### config.mk
export PLATFORM = sky130hd
export DESIGN_NAME = spi_coeff_ctrl_flat
export DESIGN_NICKNAME = d
export VERILOG_FILES = /design/src/rtl/spi_coeff_ctrl_if.sv /design/src/rtl/spi_coeff_ctrl.sv /design/src/flat_wrapper.sv
export SDC_FILE = /design/constraint.sdc
export NUM_CORES = 1
export LEC_CHECK = 0
export CORE_ASPECT_RATIO = 1.5
export CORE_MARGIN = 8
export CORE_UTILIZATION = 65
export CTS_BUF_LIST = sky130_fd_sc_hd__clkbuf_4 sky130_fd_sc_hd__clkbuf_8
export DETAILED_ROUTE_END_ITERATION = 12
export DONT_BUFFER_PORTS = 1
export MAX_ROUTING_LAYER = met4
export PLACE_DENSITY = 0.85
export RECOVER_POWER = 50
export SYNTH_ARGS = -nofsm -noshare
export SYNTH_HDL_FRONTEND = slang
export SYNTH_SLANG_ARGS = --single-unit
### constraint.sdc
create_clock -name i_clk -period 5.3 [get_ports i_clk]
set_input_delay 0.795 -clock i_clk [delete_from_list [all_inputs] [get_ports i_clk]]
set_output_delay 0.795 -clock i_clk [all_outputs]
set_load 0.05 [all_outputs]
### src/rtl/spi_coeff_ctrl_if.sv
// SPI-slave and coefficient-RAM signal bundle for spi_coeff_ctrl.
// master = controller view, slave = SPI receiver / RAM side.
interface spi_coeff_ctrl_if #(
  parameter int P_COEFF_NBITS = 24,
  parameter int P_ADDR_NBITS  = 7
);
  logic                       i_frame_active;
  logic                       i_rx_cmd_rdy;
  logic                       i_rx_data_rdy;
  logic [8+P_COEFF_NBITS-1:0] i_rx_buf;
  logic                       o_tx_load;
  logic [P_COEFF_NBITS-1:0]   o_tx_data;
  logic                       o_mem_we;
  logic                       o_mem_re;
  logic [P_ADDR_NBITS-1:0]    o_mem_addr;
  logic [P_COEFF_NBITS-1:0]   o_mem_wdata;
  logic [P_COEFF_NBITS-1:0]   i_mem_rdata;

  modport master (
    input  i_frame_active, i_rx_cmd_rdy, i_rx_data_rdy, i_rx_buf, i_mem_rdata,
    output o_tx_load, o_tx_data, o_mem_we, o_mem_re, o_mem_addr, o_mem_wdata
  );

  modport slave (
    output i_frame_active, i_rx_cmd_rdy, i_rx_data_rdy, i_rx_buf, i_mem_rdata,
    input  o_tx_load, o_tx_data, o_mem_we, o_mem_re, o_mem_addr, o_mem_wdata
  );
endinterface

### src/rtl/spi_coeff_ctrl.sv
// SPI frame sequencer for the crossover coefficient RAM: writes, bank commit, error count.
// Readback path (RAM read -> tx buffer) compiled in only when SPI_COEFF_READBACK_EN is defined.
module spi_coeff_ctrl #(
  parameter int P_COEFF_NBITS = 24,
  parameter int P_ADDR_NBITS  = 7,
  parameter int P_NCOEFF      = 100
) (
  input  logic             i_clk,
  input  logic             i_rst,
  spi_coeff_ctrl_if.master bus,
  output logic             o_bank_swap,
  output logic             o_busy,
  output logic [7:0]       o_err_cnt
);
  localparam int CMD_MSB = 8 + P_COEFF_NBITS - 1;
  localparam logic [P_ADDR_NBITS-1:0] NCOEFF = P_ADDR_NBITS'(P_NCOEFF);
  localparam logic [P_ADDR_NBITS-1:0] COMMIT = '1;

  typedef enum logic [2:0] {
    S_IDLE,
    S_CMD,
`ifdef SPI_COEFF_READBACK_EN
    S_RD_ISSUE,
    S_RD_WAIT,
    S_RD_LOAD,
`endif
    S_DATA,
    S_WR,
    S_DONE
  } state_e;

  state_e                   state_q, state_d;
  logic                     frame_q, cmd_prev_q, data_prev_q, cmd_rise_q, data_rise_q;
  logic                     rd_q, rd_d;
  logic [P_ADDR_NBITS-1:0]  addr_q, addr_d;
  logic [P_COEFF_NBITS-1:0] wdata_q, wdata_d, tx_data_q, tx_data_d;
  logic                     tx_load_q, tx_load_d, we_q, we_d, re_q, re_d, swap_q, swap_d;
  logic [7:0]               err_q, err_d;
  logic                     err_inc, frame_rise, rd_ok;
  logic [7:0]               cmd_byte;
  logic [P_ADDR_NBITS-1:0]  cmd_addr;

  assign frame_rise = bus.i_frame_active & ~frame_q;
  assign cmd_byte   = bus.i_rx_buf[CMD_MSB -: 8];
  assign cmd_addr   = cmd_byte[P_ADDR_NBITS-1:0];

`ifdef SPI_COEFF_READBACK_EN
  assign rd_ok = (cmd_addr < NCOEFF);
`else
  assign rd_ok = 1'b0;
`endif

  always_comb begin
    state_d   = state_q;
    rd_d      = rd_q;
    addr_d    = addr_q;
    wdata_d   = wdata_q;
    tx_data_d = tx_data_q;
    tx_load_d = 1'b0;
    we_d      = 1'b0;
    re_d      = 1'b0;
    swap_d    = 1'b0;
    err_inc   = 1'b0;
    // A new frame always restarts decoding; only a clean DONE->start is not an error
    if (frame_rise && state_q != S_IDLE) begin
      state_d = S_CMD;
      err_inc = (state_q != S_DONE);
    end else begin
      case (state_q)
        S_IDLE: if (frame_rise) state_d = S_CMD;
        S_CMD: begin
          if (!bus.i_frame_active) begin
            state_d = S_IDLE;
            err_inc = 1'b1;
          end else if (cmd_rise_q) begin
            rd_d    = cmd_byte[7];
            addr_d  = cmd_addr;
            state_d = S_DATA;
            if (!cmd_byte[7]) begin
              state_d = S_DATA;
            end else if (rd_ok) begin
`ifdef SPI_COEFF_READBACK_EN
              state_d = S_RD_ISSUE;
              re_d    = 1'b1;
`endif
            end else begin
              tx_data_d = '0;
              tx_load_d = 1'b1;
              err_inc   = 1'b1;
            end
          end
        end
`ifdef SPI_COEFF_READBACK_EN
        S_RD_ISSUE: state_d = S_RD_WAIT;
        S_RD_WAIT: begin
          state_d   = S_RD_LOAD;
          tx_data_d = bus.i_mem_rdata;
          tx_load_d = 1'b1;
        end
        S_RD_LOAD: state_d = S_DATA;
`endif
        S_DATA: begin
          if (!bus.i_frame_active) begin
            state_d = S_IDLE;
            err_inc = 1'b1;
          end else if (data_rise_q) begin
            if (rd_q) begin
              state_d = S_DONE;
            end else begin
              state_d = S_WR;
              wdata_d = bus.i_rx_buf[P_COEFF_NBITS-1:0];
              if (addr_q < NCOEFF)       we_d    = 1'b1;
              else if (addr_q == COMMIT) swap_d  = 1'b1;
              else                       err_inc = 1'b1;
            end
          end
        end
        S_WR:   state_d = S_DONE;
        S_DONE: if (!bus.i_frame_active) state_d = S_IDLE;
        default: state_d = S_IDLE;
      endcase
    end
    err_d = (err_inc && err_q != 8'hFF) ? err_q + 8'd1 : err_q;
  end

  always_ff @(posedge i_clk) begin
    if (i_rst) begin
      state_q     <= S_IDLE;
      frame_q     <= 1'b0;
      cmd_prev_q  <= 1'b0;
      data_prev_q <= 1'b0;
      cmd_rise_q  <= 1'b0;
      data_rise_q <= 1'b0;
      rd_q        <= 1'b0;
      addr_q      <= '0;
      wdata_q     <= '0;
      tx_data_q   <= '0;
      tx_load_q   <= 1'b0;
      we_q        <= 1'b0;
      re_q        <= 1'b0;
      swap_q      <= 1'b0;
      err_q       <= 8'd0;
    end else begin
      state_q     <= state_d;
      frame_q     <= bus.i_frame_active;
      cmd_prev_q  <= bus.i_rx_cmd_rdy;
      data_prev_q <= bus.i_rx_data_rdy;
      cmd_rise_q  <= bus.i_rx_cmd_rdy & ~cmd_prev_q;
      data_rise_q <= bus.i_rx_data_rdy & ~data_prev_q;
      rd_q        <= rd_d;
      addr_q      <= addr_d;
      wdata_q     <= wdata_d;
      tx_data_q   <= tx_data_d;
      tx_load_q   <= tx_load_d;
      we_q        <= we_d;
      re_q        <= re_d;
      swap_q      <= swap_d;
      err_q       <= err_d;
    end
  end

  assign bus.o_tx_load   = tx_load_q;
  assign bus.o_tx_data   = tx_data_q;
  assign bus.o_mem_we    = we_q;
  assign bus.o_mem_re    = re_q;
  assign bus.o_mem_addr  = addr_q;
  assign bus.o_mem_wdata = wdata_q;
  assign o_bank_swap     = swap_q;
  assign o_busy          = (state_q != S_IDLE);
  assign o_err_cnt       = err_q;
endmodule

### src/flat_wrapper.sv
// flat-port wrapper written by rule: the top's interface ports become plain ports
module spi_coeff_ctrl_flat 
#(
  parameter int P_COEFF_NBITS = 24,
  parameter int P_ADDR_NBITS  = 7,
  parameter int P_NCOEFF      = 100
)
  (i_clk, i_rst, o_bank_swap, o_busy, o_err_cnt, bus_i_frame_active, bus_i_rx_cmd_rdy, bus_i_rx_data_rdy, bus_i_rx_buf, bus_i_mem_rdata, bus_o_tx_load, bus_o_tx_data, bus_o_mem_we, bus_o_mem_re, bus_o_mem_addr, bus_o_mem_wdata);
  spi_coeff_ctrl_if #(.P_COEFF_NBITS(P_COEFF_NBITS), .P_ADDR_NBITS(P_ADDR_NBITS)) bus_i ();
  input  logic i_clk;
  input  logic i_rst;
  output logic o_bank_swap;
  output logic o_busy;
  output logic [7:0] o_err_cnt;
  input wire logic [$bits(bus_i.i_frame_active)-1:0] bus_i_frame_active;
  input wire logic [$bits(bus_i.i_rx_cmd_rdy)-1:0] bus_i_rx_cmd_rdy;
  input wire logic [$bits(bus_i.i_rx_data_rdy)-1:0] bus_i_rx_data_rdy;
  input wire logic [$bits(bus_i.i_rx_buf)-1:0] bus_i_rx_buf;
  input wire logic [$bits(bus_i.i_mem_rdata)-1:0] bus_i_mem_rdata;
  output wire logic [$bits(bus_i.o_tx_load)-1:0] bus_o_tx_load;
  output wire logic [$bits(bus_i.o_tx_data)-1:0] bus_o_tx_data;
  output wire logic [$bits(bus_i.o_mem_we)-1:0] bus_o_mem_we;
  output wire logic [$bits(bus_i.o_mem_re)-1:0] bus_o_mem_re;
  output wire logic [$bits(bus_i.o_mem_addr)-1:0] bus_o_mem_addr;
  output wire logic [$bits(bus_i.o_mem_wdata)-1:0] bus_o_mem_wdata;
  assign bus_i.i_frame_active = bus_i_frame_active;
  assign bus_i.i_rx_cmd_rdy = bus_i_rx_cmd_rdy;
  assign bus_i.i_rx_data_rdy = bus_i_rx_data_rdy;
  assign bus_i.i_rx_buf = bus_i_rx_buf;
  assign bus_i.i_mem_rdata = bus_i_mem_rdata;
  assign bus_o_tx_load = bus_i.o_tx_load;
  assign bus_o_tx_data = bus_i.o_tx_data;
  assign bus_o_mem_we = bus_i.o_mem_we;
  assign bus_o_mem_re = bus_i.o_mem_re;
  assign bus_o_mem_addr = bus_i.o_mem_addr;
  assign bus_o_mem_wdata = bus_i.o_mem_wdata;
  spi_coeff_ctrl #(.P_COEFF_NBITS(P_COEFF_NBITS), .P_ADDR_NBITS(P_ADDR_NBITS), .P_NCOEFF(P_NCOEFF)) u_core (.i_clk(i_clk), .i_rst(i_rst), .bus(bus_i), .o_bank_swap(o_bank_swap), .o_busy(o_busy), .o_err_cnt(o_err_cnt));
endmodule
---- Yosys cells after proc, flatten, opt, wreduce, memory -nomap -nowiden ----
Cells that the tools add are included.
storage, ports and cells
  register bits ........................... 51
  bits of input ports ..................... 61
  output and inout bits ................... 68
  logic and storage cells ................. 76
cells by class
  $add $sub $neg .......................... 1
  magnitude comparators ................... 1
  eq/ne operators ......................... 15
  muxes and demuxes ....................... 21
  bitwise operators ....................... 12
  reduce and logical (&&, ||, !) cells .... 12
operators with widths
  cell                                            number
  2-to-1 mux 3 bit                                7
  one-hot mux 3 bit (5 select lines)              1
  2-to-1 mux 1 bit                                12
  AND reduction 4 bit                             3
  != test 3 x 2 -> 1 bit (second input constant)  3
  inverter 1 bit                                  9
  adder 8 x 1 -> 8 bit (second input constant)    1
  != test 4 x 2 -> 1 bit (second input constant)  2
  != test 8 bit (second input constant)           1
  == test 7 bit (second input constant)           1
  < comparator 7 bit (second input constant)      1
  OR reduction 7 bit                              1
  == test 3 x 2 -> 1 bit (second input constant)  2
  OR reduction 6 bit                              1
  AND reduction 5 bit                             1
  OR reduction 4 bit                              1
  AND 1 bit                                       3
  == test 3 x 1 -> 1 bit (second input constant)  1
  == test 3 bit (second input constant)           1
  zero test 3 bit                                 1
  != test 3 x 1 -> 1 bit (second input constant)  1
  != test 3 bit (second input constant)           1
  nonzero test 3 bit                              1
  logical AND 1 bit                               2
  4 further kinds                                 4

---- Longest topological paths before layout ----
  depth after elaboration ................. 9
  gate-level depth with buffers ........... 8
  mapped depth without buffers ............ 6

---- Least setup slack after synthesis ----
OpenSTA, ideal clock, no wires.
  kind .................................... in2reg
  from .................................... in bus_i_frame_active
  to ...................................... reg u_core.err_q[0], in the netlist u_core.o_err_cnt[0]
  arrival time ............................ 2.278 ns
  path slack .............................. 2.901 ns
  stages on the path ...................... 5
  buffers on the path ..................... 1
  cell sequence ........................... buf_2 -> or4bb_2 -> o22a_1 -> and2b_2 -> mux2_2
between the ends
  cells in the longest elaborated chain, start to end .. 4
  elaborated cells on any way between the ends .. 7
  those cells by class .................... mux (4); bitwise (1); reduce/logical (2)
RTL lines
  item                                                                     line                                        source
  start, declared                                                          flat_wrapper.sv:15                          input wire logic [$bits(bus_i.i_frame_active)-1:0] bus_i_frame_active;
  2-to-1 mux 1 bit (tied with other cells)                                 spi_coeff_ctrl.sv:103                       if (!bus.i_frame_active) begin
  one-hot mux 1 bit (2 select lines) or logical AND 1 bit (tied branches)  spi_coeff_ctrl.sv:69, spi_coeff_ctrl.sv:65
  2-to-1 mux 1 bit *                                                       spi_coeff_ctrl.sv:65                        if (frame_rise && state_q != S_IDLE) begin
  logical AND 1 bit *                                                      spi_coeff_ctrl.sv:123                       err_d = (err_inc && err_q != 8'hFF) ? err_q + 8'd1 : err_q;
  end signal, assigned                                                     spi_coeff_ctrl.sv:158                       err_q <= err_d;
  end, declared                                                            spi_coeff_ctrl.sv:38                        logic [7:0] err_q, err_d;
Mark *: on every way between the ends. The rest lies on a longest branch, timed or not.
A chain may end at the register's enable or synchronous reset.

---- Worst setup path in the final report ----
  from .................................... reg u_core.state_q[0]
  to ...................................... reg u_core.err_q[0], in the netlist u_core.o_err_cnt[0]
between the ends
  cells in the longest elaborated chain, start to end .. 4
  elaborated cells on any way between the ends .. 8
  those cells by class .................... eq/ne (3); mux (2); reduce/logical (3)
RTL lines
  item                    line                   source
  start, declared         spi_coeff_ctrl.sv:32   state_e state_q, state_d;
  start signal, assigned  spi_coeff_ctrl.sv:144  state_q <= state_d;
  nonzero test 3 bit      -
  net o_busy              flat_wrapper.sv:13     output logic o_busy;
  logical AND 1 bit       spi_coeff_ctrl.sv:65
  2-to-1 mux 1 bit        spi_coeff_ctrl.sv:65
  logical AND 1 bit       spi_coeff_ctrl.sv:123
The timed path passes the listed nets, and every way through them passes these cells.

==> impl_summary.log <==
INFO  metric ant_nets = 0
INFO  metric postSynthAreaPerCell = 8.55 sq um
INFO  metric tritoncts_num_sinks = 51
INFO  metric tritoncts.num_buffers = 5
INFO  metric path_max_fanout = 13
INFO  metric rsz0062_at_grt = no
INFO  metric grtUsageTotal = 16.2%
INFO  metric cpMaxStageDelayCell = sky130_fd_sc_hd__or3_2
INFO  metric critical_path.endpoint_type = register
INFO  metric cts_resized = 0
INFO  metric deepest_level_of_the_cts_h_tree = 2
INFO  metric start_util = 67.2%
INFO  metric max_cap_violations = 0
INFO  metric grt_first_pass_wirelength = 7290 um
INFO  metric number_of_storage_elements_in_the_synthesis_netlist = 51
INFO  metric vias = 1,692
INFO  metric post-dp-hpwl = 3630 um
INFO  metric cellPowerDensity = 341 nW/um^2
INFO  metric clock_tree_from_tritoncts = built
INFO  metric viasPerCell = 5.62
INFO  metric async_flop_share = 0%
INFO  metric post_synth_main_area_contributors = sky130_fd_sc_hd__dfxtp_1 (45%), sky130_fd_sc_hd__nand2_1 (9.1%), sky130_fd_sc_hd__buf_4 (8.6%)
INFO  metric critical_path_required = 5500 ps
INFO  metric syn-instance-count = 266
INFO  metric hold_fails_final_rpt = 0
INFO  metric post-synth-top-area-fraction = 44.9%
INFO  metric drc_errors = 0
INFO  metric grt_start_max_net_pins = 50
INFO  metric vias_in_the_first_global_route = 1,594
INFO  metric clk_transition_reported_paths = 90 ps
INFO  metric grt-ovfl-total = 0
INFO  metric drt_first_iter_violations = 97
INFO  metric critical_path.cell_chain = or3_2, o21ai_0, o211a_1, and2b_2, mux2_2
INFO  metric finalClockSkew = 13.4 ps
INFO  metric cp.arrival = 2500 ps
INFO  metric ir_drop = 0.000248 V
INFO  metric setup_viol_count_final = 0
INFO  metric port_buffers = 0
INFO  metric die_x = 64.3 um
INFO  metric initial_antenna_violation_count = 0
INFO  metric final_layout_size_suffix_gt1_share = 6.95%
INFO  metric hold_path_class = register to register
INFO  metric route.final.wire_length = 4870 um
INFO  metric core_area = 3380 sq um
INFO  metric synth-seq-area-share = 44.9%
INFO  metric timing.setup.critical_path_class = register to register
INFO  metric boundaryPins = 129
INFO  metric total_power = 0.000768 W
INFO  metric antenna_cell_count = 0
INFO  metric slew_margin_rel = 45.7%
INFO  metric totalNegativeSetupSlack = 0 ps
INFO  metric synthFlopType = sky130_fd_sc_hd__dfxtp_1
INFO  metric die_area = 5680 sq um
INFO  metric final_cells = 301
INFO  metric hold_ws = 390 ps
INFO  metric wire_per_inst = 16.2 um
INFO  metric fin_nets = 320
INFO  metric total_leakage_power = 0.801 nW
INFO  metric yosys.cell_types.count = 45
INFO  metric ctsLongestPathBuffers = 2
INFO  metric placementRows = 26
INFO  metric synth.top_cells.by_count = sky130_fd_sc_hd__nand2_1 (55), sky130_fd_sc_hd__dfxtp_1 (51), sky130_fd_sc_hd__a21oi_1 (29), sky130_fd_sc_hd__buf_4 (26), sky130_fd_sc_hd__nor2_1 (15)
INFO  metric synth.largest_area_cell = sky130_fd_sc_hd__dfxtp_1
INFO  metric post_route_minimum_period = 2300 ps
INFO  metric yosysMostFrequentCell = sky130_fd_sc_hd__nand2_1
INFO  metric max_slew_violation_total_from_the_final_report = 0
INFO  metric cts_root_buf = sky130_fd_sc_hd__clkbuf_8
INFO  metric first_pass_iters = 4
INFO  metric synth_edf_count = 0
INFO  metric synthesis.area = 2270 sq um
INFO  metric startpoint_type = register
INFO  metric cpPeakStageDelay = 710 ps
INFO  metric period_share = 43.4%
INFO  metric placedCellCount = 293
INFO  metric max_slew.worst_pin.slew = 812 ps
INFO  metric clock_latency = 300 ps
INFO  metric cts_setup_buffers = 0
INFO  metric worst_path_dominant_cell_family = simple AND/OR/NAND/NOR gates
INFO  metric cp_num_buf_inv = 0
INFO  metric fmaxAchievable = 434 MHz
INFO  metric cts_hold_repair.buffers = 0
INFO  metric layout-area-overhead-vs-synth = -0.991%
INFO  metric gp_routability_congestion = 0.800
INFO  metric synth.yosys.warnings = 0
INFO  metric die_height = 88.4 um
INFO  metric status = finished, final reports clean
==> cell families (layout without fill, tap and decap cells) <==
family | after synthesis | in the layout | synth area share (%)
AO/OA/AOI/OAI | 51 | 51 | 12.9
other | 1 | 25 | 0.165
multiplexers | 11 | 11 | 4.95
adder cells (fa/ha/maj) | 1 | 1 | 0.550
buffers and inverters | 40 | 9 | 12.5
flip-flops | 51 | 51 | 44.9
AND/OR/NAND/NOR | 111 | 111 | 24.0
==> path summary, 6_finish.rpt <==
check             depth (start not counted)                          endpoint                           start  slack [ps]
setup / recovery                          5  u_core.o_err_cnt[0]$_SDFFE_PP0P_  u_core.state_q[0]$_SDFFE_PP0P_        3000
hold / removal                            1      u_core.cmd_rise_q$_SDFF_PP0_    u_core.cmd_prev_q$_SDFF_PP0_         390
setup reg to reg                          5  u_core.o_err_cnt[0]$_SDFFE_PP0P_  u_core.state_q[0]$_SDFFE_PP0P_        3000
hold reg to reg                           1      u_core.cmd_rise_q$_SDFF_PP0_    u_core.cmd_prev_q$_SDFF_PP0_         390
==> worst reg2reg max path, stage by stage, from the launching register on <==
cell                      delay, ps
sky130_fd_sc_hd__dfxtp_1        440
sky130_fd_sc_hd__or3_2          710
sky130_fd_sc_hd__o21ai_0        140
sky130_fd_sc_hd__o211a_1        360
sky130_fd_sc_hd__and2b_2        280
sky130_fd_sc_hd__mux2_2         270
==> routing by layer <==
metal	global-route usage, %	vias to the layer above	wire length [um]
met1	13.7	756	1690
li1	-	833	-
met4	7.77	0	107
met5	-	-	0
met2	28.9	91	2510
met3	8.24	12	567
==> metrics by stage <==
stage                     setup slack (ps)  util [%]  cell area, sq um
after global placement                3000      63.1              2140
after floorplan                       2900         -              2360
final                                 3000      66.5              2250
after CTS                             3020      66.5              2250
after global routing                  2920      66.5              2250
after detailed placement              2950      63.1              2140
==> sequential cells by signal, indices dropped and copies added (netlist names) <==
| name | count |
|---|---|
| u_core.bus.o_mem_wdata | 24 |
| u_core.o_err_cnt | 8 |
| u_core.bus.o_mem_addr | 7 |
| u_core.state_q | 3 |
| u_core.bus.o_mem_we | 1 |
| u_core.bus.o_tx_load | 1 |
| u_core.cmd_prev_q | 1 |
| u_core.cmd_rise_q | 1 |
| u_core.data_prev_q | 1 |
| u_core.data_rise_q | 1 |
| u_core.frame_q | 1 |
| u_core.o_bank_swap | 1 |
| u_core.rd_q | 1 |
==> layout make-up <==
| type | count | area (sq um) |
|---|---|---|
| Fill cell | 289 | 1130 |
| Clock buffer | 5 | 68.8 |
| Multi-Input combinational cell | 199 | 1060 |
| Sequential cell | 51 | 1020 |
| Clock inverter | 3 | 46.3 |
| Inverter | 1 | 3.75 |
| Tap cell | 42 | 52.6 |
==> report_power, final <==
group          switching (W)  internal (W)  total (W)
sequential         0.0000228      0.000390   0.000413
clock               0.000129      0.000142   0.000271
combinational      0.0000646     0.0000194  0.0000840
total               0.000216      0.000552   0.000767
==> cell usage in the layout (no fill, tap or decap), types with 3 or more instances in the layout <==
cell type,netlist,routed
sky130_fd_sc_hd__nor3_1,3,3
sky130_fd_sc_hd__nor2_1,15,15
sky130_fd_sc_hd__or3_1,3,3
sky130_fd_sc_hd__nor2b_1,7,7
sky130_fd_sc_hd__o21ai_0,10,10
sky130_fd_sc_hd__nand2_1,55,55
sky130_fd_sc_hd__conb_1,1,25
sky130_fd_sc_hd__nand3_1,4,4
sky130_fd_sc_hd__nand4_1,6,6
sky130_fd_sc_hd__a21oi_1,29,29
sky130_fd_sc_hd__clkbuf_8,2,5
sky130_fd_sc_hd__mux2i_1,9,9
sky130_fd_sc_hd__dfxtp_1,51,51
Note: power is estimated with default switching activity, not from simulation.
